<file path="config.mk">
export PLATFORM = sky130hd
export DESIGN_NAME = level_sequencer_flat
export DESIGN_NICKNAME = d
export VERILOG_FILES = /design/src/rtl/level_sequencer_if.sv /design/src/rtl/level_sequencer.sv /design/src/flat_wrapper.sv
export SDC_FILE = /design/constraint.sdc
export NUM_CORES = 1
export LEC_CHECK = 0
export ABC_AREA = 0
export CORE_MARGIN = 3
export CORE_UTILIZATION = 63
export CTS_CLUSTER_DIAMETER = 100
export CTS_CLUSTER_SIZE = 12
export DETAILED_ROUTE_END_ITERATION = 8
export PLACE_DENSITY = 0.84
export SYNTH_ARGS = -nofsm -noshare
export SYNTH_HDL_FRONTEND = slang
export SYNTH_SLANG_ARGS = --single-unit
</file>
<file path="constraint.sdc">
create_clock -name vga_clock -period 4 [get_ports vga_clock]
set_input_delay 0.4 -clock vga_clock [delete_from_list [all_inputs] [get_ports vga_clock]]
set_output_delay 0.4 -clock vga_clock [all_outputs]
set_load 0.1 [all_outputs]
</file>
<file path="src/rtl/level_sequencer_if.sv">
// Button/level-flag inputs and display/mux outputs of level_sequencer.
// skip_button exists only when SKIP_LEVEL_EN is defined.
interface level_sequencer_if;
  logic       start_button;
  logic       level_win;
  logic       level_lose;
`ifdef SKIP_LEVEL_EN
  logic       skip_button;
`endif
  logic [2:0] level_select;
  logic       level_reset;
  logic [2:0] lives;
  logic [7:0] seconds_left;
  logic [2:0] state;
  logic       game_over;
  logic       game_won;

  modport master (
    input  start_button, level_win, level_lose,
`ifdef SKIP_LEVEL_EN
    input  skip_button,
`endif
    output level_select, level_reset, lives, seconds_left, state, game_over, game_won
  );

  modport slave (
    output start_button, level_win, level_lose,
`ifdef SKIP_LEVEL_EN
    output skip_button,
`endif
    input  level_select, level_reset, lives, seconds_left, state, game_over, game_won
  );
endinterface

</file>
<file path="src/rtl/level_sequencer.sv">
// Game controller: picks the active level, runs its countdown and turns win/lose into advance/retry/game-over.
// Optional SKIP_LEVEL_EN adds a synchronised skip button that acts as a win while playing.
module level_sequencer #(
  parameter int NUM_LEVELS    = 4,
  parameter int START_LIVES   = 3,
  parameter int LEVEL_SECONDS = 99,
  parameter int CLOCK_HZ      = 25000000,
  parameter int HOLD_CYCLES   = 50000000
) (
  input  logic vga_clock,
  input  logic reset,
  level_sequencer_if.master bus
);

  localparam int unsigned DIV_W  = (CLOCK_HZ > 1) ? $clog2(CLOCK_HZ) : 1;
  localparam int unsigned HOLD_W = (HOLD_CYCLES > 1) ? $clog2(HOLD_CYCLES) : 1;
  localparam logic [DIV_W-1:0]  DIV_LAST  = DIV_W'(CLOCK_HZ - 1);
  localparam logic [HOLD_W-1:0] HOLD_LAST = HOLD_W'(HOLD_CYCLES - 1);
  localparam logic [2:0]        LAST_LEVEL = 3'(NUM_LEVELS - 1);

  typedef enum logic [2:0] {
    IDLE      = 3'd0,
    LOAD      = 3'd1,
    PLAY      = 3'd2,
    WIN_HOLD  = 3'd3,
    LOSE_HOLD = 3'd4,
    GAME_OVER = 3'd5,
    GAME_WON  = 3'd6
  } state_t;

  state_t              state_q, state_d;
  logic [2:0]          level_q, level_d;
  logic [2:0]          lives_q, lives_d;
  logic [7:0]          secs_q, secs_d;
  logic [DIV_W-1:0]    div_q, div_d;
  logic [HOLD_W-1:0]   hold_q, hold_d;

  logic [1:0] start_sync;
  logic       start_prev;
  logic       start_edge;
  logic       win_event;

  // Synchroniser and history reset high so a button held through reset release yields no edge.
  always_ff @(posedge vga_clock or negedge reset) begin
    if (!reset) begin
      start_sync <= '1;
      start_prev <= 1'b1;
    end else begin
      start_sync <= {start_sync[0], bus.start_button};
      start_prev <= start_sync[1];
    end
  end
  assign start_edge = start_sync[1] & ~start_prev;

`ifdef SKIP_LEVEL_EN
  logic [1:0] skip_sync;
  logic       skip_prev;
  logic       skip_edge;

  always_ff @(posedge vga_clock or negedge reset) begin
    if (!reset) begin
      skip_sync <= '1;
      skip_prev <= 1'b1;
    end else begin
      skip_sync <= {skip_sync[0], bus.skip_button};
      skip_prev <= skip_sync[1];
    end
  end
  assign skip_edge = skip_sync[1] & ~skip_prev;
  assign win_event = bus.level_win | skip_edge;
`else
  assign win_event = bus.level_win;
`endif

  always_ff @(posedge vga_clock or negedge reset) begin
    if (!reset) begin
      state_q <= IDLE;
      level_q <= '0;
      lives_q <= 3'(START_LIVES);
      secs_q  <= 8'(LEVEL_SECONDS);
      div_q   <= '0;
      hold_q  <= '0;
    end else begin
      state_q <= state_d;
      level_q <= level_d;
      lives_q <= lives_d;
      secs_q  <= secs_d;
      div_q   <= div_d;
      hold_q  <= hold_d;
    end
  end

  always_comb begin
    state_d = state_q;
    level_d = level_q;
    lives_d = lives_q;
    secs_d  = secs_q;
    div_d   = '0;
    hold_d  = '0;
    unique case (state_q)
      IDLE: begin
        if (start_edge) state_d = LOAD;
      end
      LOAD: begin
        secs_d  = 8'(LEVEL_SECONDS);
        state_d = PLAY;
      end
      PLAY: begin
        if (div_q == DIV_LAST) begin
          if (secs_q != '0) secs_d = secs_q - 8'd1;
        end else begin
          div_d = div_q + 1'b1;
        end
        if (win_event)            state_d = WIN_HOLD;
        else if (bus.level_lose)  state_d = LOSE_HOLD;
        else if (secs_q == '0)    state_d = LOSE_HOLD;
      end
      WIN_HOLD: begin
        if (hold_q == HOLD_LAST) begin
          if (level_q == LAST_LEVEL) begin
            state_d = GAME_WON;
          end else begin
            level_d = level_q + 3'd1;
            state_d = LOAD;
          end
        end else begin
          hold_d = hold_q + 1'b1;
        end
      end
      LOSE_HOLD: begin
        if (hold_q == HOLD_LAST) begin
          lives_d = lives_q - 3'd1;
          state_d = (lives_q == 3'd1) ? GAME_OVER : LOAD;
        end else begin
          hold_d = hold_q + 1'b1;
        end
      end
      GAME_OVER, GAME_WON: begin
        if (start_edge) begin
          lives_d = 3'(START_LIVES);
          level_d = '0;
          state_d = LOAD;
        end
      end
      default: state_d = IDLE;
    endcase
  end

  assign bus.level_select = level_q;
  assign bus.level_reset  = (state_q == PLAY) || (state_q == WIN_HOLD) || (state_q == LOSE_HOLD);
  assign bus.lives        = lives_q;
  assign bus.seconds_left = secs_q;
  assign bus.state        = state_q;
  assign bus.game_over    = (state_q == GAME_OVER);
  assign bus.game_won     = (state_q == GAME_WON);

endmodule

</file>
<file path="src/flat_wrapper.sv">
// flat-port wrapper written by rule: the top's interface ports become plain ports
module level_sequencer_flat 
#(
  parameter int NUM_LEVELS    = 4,
  parameter int START_LIVES   = 3,
  parameter int LEVEL_SECONDS = 99,
  parameter int CLOCK_HZ      = 25000000,
  parameter int HOLD_CYCLES   = 50000000
)
  (vga_clock, reset, bus_start_button, bus_level_win, bus_level_lose, bus_level_select, bus_level_reset, bus_lives, bus_seconds_left, bus_state, bus_game_over, bus_game_won);
  level_sequencer_if bus_i ();
  input  logic vga_clock;
  input  logic reset;
  input wire logic [$bits(bus_i.start_button)-1:0] bus_start_button;
  input wire logic [$bits(bus_i.level_win)-1:0] bus_level_win;
  input wire logic [$bits(bus_i.level_lose)-1:0] bus_level_lose;
  output wire logic [$bits(bus_i.level_select)-1:0] bus_level_select;
  output wire logic [$bits(bus_i.level_reset)-1:0] bus_level_reset;
  output wire logic [$bits(bus_i.lives)-1:0] bus_lives;
  output wire logic [$bits(bus_i.seconds_left)-1:0] bus_seconds_left;
  output wire logic [$bits(bus_i.state)-1:0] bus_state;
  output wire logic [$bits(bus_i.game_over)-1:0] bus_game_over;
  output wire logic [$bits(bus_i.game_won)-1:0] bus_game_won;
  assign bus_i.start_button = bus_start_button;
  assign bus_i.level_win = bus_level_win;
  assign bus_i.level_lose = bus_level_lose;
  assign bus_level_select = bus_i.level_select;
  assign bus_level_reset = bus_i.level_reset;
  assign bus_lives = bus_i.lives;
  assign bus_seconds_left = bus_i.seconds_left;
  assign bus_state = bus_i.state;
  assign bus_game_over = bus_i.game_over;
  assign bus_game_won = bus_i.game_won;
  level_sequencer #(.NUM_LEVELS(NUM_LEVELS), .START_LIVES(START_LIVES), .LEVEL_SECONDS(LEVEL_SECONDS), .CLOCK_HZ(CLOCK_HZ), .HOLD_CYCLES(HOLD_CYCLES)) u_core (.vga_clock(vga_clock), .reset(reset), .bus(bus_i));
endmodule
</file>
==> results.md, run 1 <==
- WP data required: 3.60 ns
- # Post-CTS Setup Buffers: 0
- CP endpoint: bus_game_over
- Max layer used: met4
- Wire length on met3: 378 microns
- # fillers: 384
- Max Slew Vio Count: 0
- CTS clk-pin slew, worst paths: 0.08 ns
- Cell leakage power: 0.001714 uW
- Total Wirelength: 7378 microns
- Comb pwr share: 0.369
- Port Buffers: 24
- Pint: 1379 uW
- Cell with the most instances after synthesis: dfrtp_1
- Clock Power Share: 0.265
- Setup CP Type: reg -> out
- Slew headroom: 0.3441
- Number of global-route vias before repair: 2639
- Top post-synthesis cells by area: dfrtp_1 42%, dfstp_2 6.4%, xnor2_1 6.4%
- DRC violation count after routing: 0
- Dominant cell type by area after synthesis: dfrtp_1
- First-pass GRT wire length: 12410 microns
- Reg power frac: 0.366
- Clock Tree Buf Depth: 2
- Seq/Total Area, Yosys: 0.4824
- Setup-failing EPs final: 0
- Syn Nets: 398
- TritonCTS clock tree: done
- Synth Register Bits: 71
- Avg Cell Area, Syn: 9.651 sq um
- Max VDD drop: 0.0005635 V
- Worst EP arrival: 2.47 ns
- Routed length on met2: 3681 microns
- Core Rows: 27
- Reg2Reg Capture Point: u_core.bus.state[2]
- Die height: 82.70 microns
- Slowest CP cell: clkdlybuf4s50_1
- I/O pin total: 25
- Cell Chain, Critical Path: nor2b_1, and2_1, clkdlybuf4s50_1
- Adder-Cell Fraction of Synth Area: 0.03038
- Post-CTS resize count: 0
- CTS Root Buffer Type: clkbuf_8
- Die width: 82.70 microns
- Synth Flop Type: dfrtp_1
- Switching pwr: 1021 uW
- WL met1: 3207 microns
- CTS buffer count: 9
- Post-synthesis compound-gate area fraction: 0.06752
- Mux cell area share after synthesis: 0.01789
- Ratio of cells with drive above 1 in the final layout: 0.09398
- GRT Resource Usage Total: 0.2420
- Delay-heaviest family, CP: buffers and inverters
- Post-Syn Instances: 384
- Setup crit end kind: output pin
- Cell variety after synth: 53
- Period Utilization, post-route: 0.7184
- Setup TNS: 0 ns
- Largest family of logic cells by synthesized area: simple AND/OR/NAND/NOR gates
- Initial antenna violation count: 0
- Post-synth top cells: 62 x dfrtp_1, 59 x nor2_1, 27 x xnor2_1, 26 x nand2_1, 26 x nand3_1
- Post-synth EDFFs: 0
- PD cells: 568.6 nW/um^2
- P&R area growth vs syn: 13.88%
- Synthesized area: 3706 sq um
- Asr flop ratio synth: 1.000
- Worst-skew pair later-pin latency: 0.35 ns
- Reg2Reg Setup Slack: 1.66 ns
- Post-Synth Simple-Gate Area: 0.2630
- MaxCap Viol Count: 0
- Worst-margin pin slew: 0.9749 ns
- Critical Path Start Type: flop
- Hold-fix buffers, CTS: 0
- CP Max Fanout: 12
- Worst Setup SP: u_core.bus.state[2]
- Status: complete, no violations
- Max Clk Rate: 348.0 MHz
- Pin count of the biggest net entering global routing: 40
- Crit-path max cell delay: 1.14 ns
- Skew final: 0.01101 ns
- Switching Fraction: 0.4254
- XOR/XNOR Fraction of Synth Area: 0.1087
- DR vias: 2823
- Critical path buffer and inverter count: 1
- WL per Instance: 15.15 microns
- Initial Util: 0.6609
- Clk sinks: 71
- Final Hold Fails: 0
- Unrepaired setup endpoints after global routing: no
- Final nets: 424
- Depth of the CTS H-tree: 3
- Routability congestion estimate: 0.8280
- DRT antenna net count: 0
- Top-area cell type share of the netlist area: 0.4186
- Core Area: 5608 sq um
- Yosys warning count: 0
- Worst r2r path cells: 5
- DR iter-0 viols: 149
- Die Footprint: 6839 sq um
- Total global routing overflow: 0
- Pre-antenna DRT Iters: 4
- Fin crit period: 2.874 ns
- Vias/cell: 5.797
- ANT cells: 0
- Power Total: 2400 uW
- WP depth: 3
- Reg2reg start: u_core.bus.seconds_left[4]
- HPWL Detailed: 4818 microns
- Worst hold path type: in -> async
==> state kept, by name, indices dropped and copies added, names as in the netlist <==
| signal | flops |
|---|---|
| u_core.hold_q | 26 |
| u_core.div_q | 25 |
| u_core.bus.seconds_left | 8 |
| u_core.bus.level_select | 3 |
| u_core.bus.lives | 3 |
| u_core.bus.state | 3 |
| u_core.start_sync | 2 |
| u_core.start_prev | 1 |
==> through the flow <==
step / instance area (sq um) / setup slack [ns] / hold WS [ns] / instances / utilization
floorplan: 3706 / 0.01769 / 0.1044 / 384 / -
global placement: 3999 / 1.568 / 0.3490 / 471 / 0.7131
detailed placement: 3999 / 1.519 / 0.3489 / 471 / 0.7131
CTS: 4220 / 1.124 / 0.1132 / 487 / 0.7526
global route: 4220 / 1.008 / 0.1526 / 487 / 0.7526
finish: 4220 / 1.126 / 0.09394 / 487 / 0.7526
==> worst reg2reg max path, stage by stage, from the launching register on <==
cell and delay, ns:
dfrtp_1 0.45, nor4_1 0.53, a31oi_1 0.19, a221oi_1 0.52
nand2_1 0.18, mux2_1 0.35
==> power groups by stage <==
| stage | clock network (uW) | registers (uW) | logic, uW |
|---|---|---|---|
| after floorplan | 0 | 1090 | 491 |
| after global placement | 0 | 887 | 870 |
| after detailed placement | 0 | 890 | 883 |
| after CTS | 650 | 876 | 888 |
| after global routing | 688 | 890 | 947 |
| final | 636 | 878 | 885 |
==> logic make-up after synthesis <==
| logic type | count (synthesis) |
|---|---|
| flip-flops | 71 |
| AND/OR/NAND/NOR | 189 |
| adder cells (fa/ha/maj) | 9 |
| XOR/XNOR | 46 |
| buffers and inverters | 28 |
| AO/OA/AOI/OAI | 35 |
| multiplexers | 6 |
==> layout make-up <==
cell class,instances,area (sq um),area share
timing repair buffer,26,250.2,0.05929
inverter,17,63.81,0.01512
multi-input combinational,285,1807,0.4281
sequential,71,1788,0.4237
clock buffer,10,137.6,0.03261
clock inverter,6,83.83,0.01986
tap,72,90.09,0.02135
==> layout by cell type (no fill, tap or decap), types with 2 or more instances in the layout <==
master | synthesis | layout
a21oi_1 | 8 | 8
bufinv_16 | 0 | 2
nand4_1 | 11 | 11
and4_1 | 2 | 2
nand2b_1 | 3 | 3
buf_4 | 0 | 2
nor3_1 | 16 | 16
nor4bb_1 | 2 | 2
xnor2_1 | 27 | 27
nand3b_1 | 3 | 3
dfstp_2 | 9 | 9
or3_1 | 3 | 3
nor2_1 | 59 | 59
o21ai_0 | 6 | 6
a31oi_1 | 5 | 5
and2_1 | 3 | 3
nor4_1 | 12 | 12
ha_1 | 9 | 9
xor2_1 | 19 | 19
nor2b_1 | 5 | 5
nand2_1 | 26 | 26
nand3_1 | 26 | 26
and3_1 | 8 | 8
inv_1 | 17 | 17
a311oi_1 | 2 | 2
clkdlybuf4s50_1 | 0 | 23
clkbuf_8 | 0 | 10
o21a_1 | 2 | 2
mux2i_1 | 4 | 4
clkinv_2 | 0 | 3
dfrtp_1 | 62 | 62
==> worst min path at each step <==
stage,start,to,slack [ns],cells past startpoint
2_1_floorplan,reset,u_core.bus.level_select[0],0.10,0
3_3_place_gp,u_core.start_sync[0],u_core.start_sync[1],0.35,0
3_5_place_dp,u_core.start_sync[0],u_core.start_sync[1],0.35,0
4_1_cts,reset,u_core.bus.state[1],0.11,1
5_1_grt,reset,u_core.bus.seconds_left[4],0.15,1
6_report,reset,u_core.bus.seconds_left[4],0.09,1
==> metal layers <==
layer / track usage / vias up
met2: 0.3886 / 78
li1: - / 1381
met1: 0.3082 / 1350
met5: 0 / -
met3: 0.07918 / 14
met4: 0.08170 / 0
No activity file was read; power rests on OpenSTA's default activity.
==> run 2, diff against run 1 <==
--- a/config.mk
+++ b/config.mk
@@ -7,11 +7,11 @@
 export LEC_CHECK = 0
 export ABC_AREA = 0
 export CORE_MARGIN = 3
-export CORE_UTILIZATION = 63
+export CORE_UTILIZATION = 53
 export CTS_CLUSTER_DIAMETER = 100
 export CTS_CLUSTER_SIZE = 12
 export DETAILED_ROUTE_END_ITERATION = 8
-export PLACE_DENSITY = 0.84
+export PLACE_DENSITY = 0.76
 export SYNTH_ARGS = -nofsm -noshare
 export SYNTH_HDL_FRONTEND = slang
 export SYNTH_SLANG_ARGS = --single-unit
==> constraint.sdc (replaced) <==
create_clock -name vga_clock -period 2.4 [get_ports vga_clock]
set_input_delay 0.24 -clock vga_clock [delete_from_list [all_inputs] [get_ports vga_clock]]
set_output_delay 0.24 -clock vga_clock [all_outputs]
set_load 0.1 [all_outputs]
==> run 2 against run 1 <==
Effect of this change: final area rose by 1.1%; largest cell class unchanged; non-clock buffer count rose by 8; total power rose by 63%; cell count rose by 6.0%; sequential power rose by 63%; routed wire length fell by 4.4%; worst setup slack got worse by 0.82 ns; flip-flop and latch count did not move; combinational power rose by 75%; via count fell by 0.39%.
==> results.md, run 2 (synthesis results as in run 1) <==
- Cell leakage power: 0.001770 uW
- # Post-CTS Setup Buffers: 0
- CTS Root Buffer Type: clkbuf_8
- Number of global-route vias before repair: 2702
- Fin crit period: 2.092 ns
- Footprint of the multi-input gates: 1824 sq um
- Setup CP Type: reg -> reg
- Routability congestion estimate: 0.8730
- P&R area growth vs syn: 15.12%
- Vias/cell: 5.450
- Ratio of cells with drive above 1 in the final layout: 0.1678
- GRT Resource Usage Total: 0.1966
- # fillers: 511
- Depth of the CTS H-tree: 3
- Most flops, register: u_core.hold_q
- Setup-failing EPs final: 0
- Post-CTS resize count: 0
- Critical Path Start Type: flop
- Initial antenna violation count: 0
- Total Wirelength: 7052 microns
- Largest register FFs: 26
- Status: complete, no violations
- TritonCTS clock tree: done
- DR iter-0 viols: 206
- Max VDD drop: 0.0004033 V
- Skew final: 0.01255 ns
- Final nets: 432
- Pre-antenna DRT Iters: 4
- DRC violation count after routing: 0
- CTS buffer count: 9
- PD cells: 914.9 nW/um^2
- Setup TNS: 0 ns
- Worst-skew pair later-pin latency: 0.35 ns
- WP data required: 2.63 ns
- Port Buffers: 24
- Most frequent cells in the layout: 59 x nor2_1, 59 x dfrtp_1, 28 x buf_4, 27 x xnor2_1
- Finished Cell Area: 4267 sq um
- Die width: 89.62 microns
- Period Utilization, post-route: 0.8717
- Max Slew Vio Count: 0
- HPWL Detailed: 4726 microns
- Fin Hold WS: 0.3003 ns
- Max Clk Rate: 478.0 MHz
- Die Footprint: 8032 sq um
- Total global routing overflow: 0
- MaxCap Viol Count: 0
- Power Total: 3904 uW
- Core Rows: 29
- First-pass GRT wire length: 12230 microns
- I/O pin total: 25
- CP Max Fanout: 7
- Sequential cell area: 1792 sq um
- WL per Instance: 13.67 microns
- ANT cells: 0
- CTS clk-pin slew, worst paths: 0.07 ns
- Die height: 89.62 microns
- Core Area: 6568 sq um
- Unrepaired setup endpoints after global routing: no
- Final Hold Fails: 0
- Worst-margin pin slew: 0.5725 ns
- DR vias: 2812
- Clock Tree Buf Depth: 2
- Initial Util: 0.5643
- Worst hold path type: in -> reg
- Setup crit end kind: flop
- Worst EP arrival: 2.32 ns
- Clk sinks: 71
- Slew headroom: 0.6152
- Placed cell area: 4061 sq um
- Pin count of the biggest net entering global routing: 72
- DRT antenna net count: 0
## run 2: cell types whose count changed in the layout (fill, tap and decap cells not counted), moves of 2 or more
cell / before / now
clkbuf_8: 10 / 13
dfrtp_2: 0 / 3
dfrtp_1: 62 / 59
clkinv_2: 3 / 1
clkdlybuf4s50_1: 23 / 3
buf_4: 2 / 28
bufinv_16: 2 / 0
## run 2: layout make-up
| type | count | share of cell area |
|---|---|---|
| clock buffer | 14 | 0.04282 |
| clock inverter | 2 | 0.002933 |
| tap | 93 | 0.02727 |
| multi-input combinational | 285 | 0.4276 |
| timing repair buffer | 34 | 0.06452 |
| inverter | 17 | 0.01496 |
| sequential | 71 | 0.4199 |
## run 2: path summary, 6_finish.rpt
kind | from | endpoint | cells after the start | slack [ns]
worst max-delay path | u_core.bus.seconds_left[4] | u_core.bus.state[2] | 5 | 0.31
min in group asynchronous | reset | u_core.bus.seconds_left[3] | 3 | 0.45
max in group asynchronous | reset | u_core.start_sync[1] | 3 | 1.61
worst max register to register | u_core.bus.seconds_left[4] | u_core.bus.state[2] | 5 | 0.31
worst min register to register | u_core.start_sync[0] | u_core.start_sync[1] | 0 | 0.36
worst min-delay path | bus_start_button | u_core.start_sync[0] | 1 | 0.30
## run 2: critical path: stages (launching register included)
cell      delay [ns]
dfrtp_1         0.45
nor4_1          0.46
a31oi_1         0.19
a221oi_1        0.42
nand2_1         0.14
mux2_1          0.32
## run 2: per-stage QoR
| step | util | std cells | setup slack, ns |
|---|---|---|---|
| 6_report | 0.6496 | 516 | 0.3079 |
| 3_5_place_dp | 0.6184 | 499 | 0.3377 |
| 4_1_cts | 0.6496 | 516 | 0.3123 |
| 2_1_floorplan | - | 384 | 0.06124 |
| 3_3_place_gp | 0.6184 | 499 | 0.3790 |
| 5_1_grt | 0.6496 | 516 | 0.1784 |
## run 2: where the power goes
part	leakage, uW	switching [uW]	total [uW]	internal [uW]
sequential	0.000949	119	1430	1310
clock	0.0000987	430	918	487
combinational	0.000722	1140	1550	414
## run 2: what timing repair did
action                                  CTS  global route
hold buffers                              1             0
endpoints found under the setup margin    0             0
hold endpoints to repair                 62             0
## run 2: routing by layer
metal / share of wire / vias to the layer above / track usage
li1: - / 1398 / -
met4: 0.012 / 0 / 0.07984
met2: 0.47 / 64 / 0.3032
met1: 0.47 / 1340 / 0.2652
met3: 0.043 / 10 / 0.05109
met5: 0 / - / 0
==> run 3, diff against run 2 <==
--- a/config.mk
+++ b/config.mk
@@ -7,11 +7,10 @@
 export LEC_CHECK = 0
 export ABC_AREA = 0
 export CORE_MARGIN = 3
-export CORE_UTILIZATION = 53
+export CORE_UTILIZATION = 35
 export CTS_CLUSTER_DIAMETER = 100
 export CTS_CLUSTER_SIZE = 12
 export DETAILED_ROUTE_END_ITERATION = 8
-export PLACE_DENSITY = 0.76
 export SYNTH_ARGS = -nofsm -noshare
 export SYNTH_HDL_FRONTEND = slang
 export SYNTH_SLANG_ARGS = --single-unit
==> run 3 against run 2 <==
Effect of this change: sequential share of layout area fell by 0.69 points; clock-buffer cell count decreased by 1; non-clock buffer count decreased by 1; largest cell class unchanged; die area increased by 48%; combinational power about the same; critical path depth stayed put; worst setup slack got worse by 0.083 ns; routed wire length up 4.2%; first-iteration DRC count grew 7.8%; final area is 1.7% higher; global-route usage fell by 5.9 points.
==> results.md, run 3 (synthesis results as in run 1) <==
- WP data required: 2.67 ns
- Total global routing overflow: 0
- Skew final: 0.01103 ns
- Final core occ: 0.4319
- Worst-skew pair later-pin latency: 0.34 ns
- Largest register FFs: 26
- Pin count of the biggest net entering global routing: 72
- Clock Power Share: 0.265
- Core Rows: 36
- P&R area growth vs syn: 17.05%
- DR iter-0 viols: 222
- CTS clk-pin slew, worst paths: 0.08 ns
- MaxCap Viol Count: 0
- Reg power frac: 0.354
- Unrepaired setup endpoints after global routing: no
- Cell leakage power: 0.001780 uW
- Max Clk Rate: 459.7 MHz
- ANT cells: 0
- CP Max Fanout: 8
- GRT Resource Usage Total: 0.1373
- Initial Util: 0.3690
- Slowest CP cell: or4b_1
- Cell Chain, Critical Path: or4b_1, nor3_2, nand3_2, a211oi_4, mux2_4
- DR vias: 2845
- Hold-fix buffers, CTS: 1
- Die height: 108.9 microns
- # fillers: 963
- DRC violation count after routing: 0
- First-pass GRT wire length: 13060 microns
- HPWL Detailed: 4882 microns
- Critical Path Start Type: flop
- Finished Cell Area: 4338 sq um
- Pre-antenna DRT Iters: 7
- Final nets: 431
- Worst-margin pin slew: 0.5975 ns
- Vias/cell: 5.126
- Comb pwr share: 0.380
- Placed cell area: 4104 sq um
- Delay-heaviest family, CP: simple AND/OR/NAND/NOR gates
- Setup CP Type: reg -> reg
- Crit-path max cell delay: 0.57 ns
- Setup TNS: 0 ns
- Core Area: 10040 sq um
- Max Slew Vio Count: 0
- Die Footprint: 11860 sq um
- Number of global-route vias before repair: 2749
- Post-CTS resize count: 0
- Reg2Reg Capture Point: u_core.bus.seconds_left[1]
- Fin crit period: 2.175 ns
- Worst hold path type: in -> reg
- # Post-CTS Setup Buffers: 0
- Reg2reg start: u_core.div_q[9]
- Cells after DPL: 538
- Clock Tree Buf Depth: 2
- Depth of the CTS H-tree: 3
- Most flops, register: u_core.hold_q
- Worst EP arrival: 2.45 ns
- Setup crit end kind: flop
- Port Buffers: 24
- CTS Root Buffer Type: clkbuf_8
- DRT antenna net count: 0
- Period Utilization, post-route: 0.9064
- Status: complete, no violations
- Worst r2r path cells: 5
- I/O pin total: 25
- Max VDD drop: 0.0008424 V
- Switching pwr: 1709 uW
- Total Wirelength: 7346 microns
- Setup-failing EPs final: 0
- Switching Fraction: 0.4209
- Non-filler cells, final: 555
- Slew headroom: 0.5983
- Reg2Reg Setup Slack: 0.22 ns
- PD cells: 935.8 nW/um^2
- Routability congestion estimate: 0.7891
- Footprint of the multi-input gates: 1824 sq um
- Pint: 2351 uW
- Hold Startpoint: bus_start_button
- Ratio of cells with drive above 1 in the final layout: 0.1635
- Final Hold Fails: 0
- Critical path buffer and inverter count: 0
- Clk sinks: 71
- Initial antenna violation count: 0
- Hold path depth: 1
- WL per Instance: 13.24 microns
- CTS buffer count: 9
- TritonCTS clock tree: done
- Most frequent cells in the layout: 59 x nor2_1, 59 x dfrtp_1, 27 x xnor2_1, 27 x buf_4
- Worst Hold Path EP: u_core.start_sync[0]
- Die width: 108.9 microns
- Sequential cell area: 1792 sq um
[run 3: worst max-delay path by stage]
stage | to | cells after the start | from | slack (ns)
CTS | u_core.bus.seconds_left[1] | 5 | u_core.div_q[9] | 0.22
finish | u_core.bus.seconds_left[1] | 5 | u_core.div_q[9] | 0.22
floorplan | u_core.bus.state[2] | 5 | u_core.bus.seconds_left[4] | 0.06
detailed placement | u_core.bus.seconds_left[1] | 5 | u_core.div_q[9] | 0.24
global route | u_core.bus.state[2] | 5 | u_core.bus.seconds_left[4] | 0.06
global placement | u_core.bus.seconds_left[1] | 5 | u_core.div_q[9] | 0.27
[run 3: cell type report]
cell class / count / share of cell area
multi-input cells: 285 / 0.4205
flip-flops and latches: 71 / 0.4130
repair buffers: 33 / 0.06172
well taps: 133 / 0.03836
clock buffers: 13 / 0.03663
clock inverters: 3 / 0.01500
inverters: 17 / 0.01471
[run 3: worst register-to-register path: cells and delay by family (launching register included)]
kind,cells,cell delay [ns]
AO/OA/AOI/OAI,1,0.47
flip-flops,1,0.41
multiplexers,1,0.34
AND/OR/NAND/NOR,3,0.90
[run 3: metrics by stage]
| step | setup WS, ns | hold slack, ns | total power (uW) |
|---|---|---|---|
| finish | 0.2245 | 0.3259 | 4059 |
| CTS | 0.2217 | 0.3110 | 4109 |
| global placement | 0.2713 | 0.3007 | 3013 |
| detailed placement | 0.2418 | 0.3011 | 3020 |
| floorplan | 0.06124 | -0.05559 | 2663 |
| global route | 0.06350 | 0.3113 | 4296 |
[run 3: layer usage]
| metal | routed length [microns] | up-vias | track usage |
|---|---|---|---|
| li1 | - | 1394 | - |
| met1 | 3638 | 1397 | 0.1918 |
| met2 | 3348 | 47 | 0.2083 |
| met3 | 248 | 7 | 0.03079 |
| met4 | 110 | 0 | 0.04959 |
| met5 | 0 | - | 0 |
[run 3: power by group through the flow]
| stage | logic [uW] | clock network [uW] | registers [uW] |
|---|---|---|---|
| CTS | 1560 | 1110 | 1440 |
| finish | 1540 | 1080 | 1440 |
| global placement | 1560 | 0 | 1460 |
| detailed placement | 1560 | 0 | 1460 |
| floorplan | 848 | 0 | 1810 |
| global route | 1680 | 1160 | 1460 |
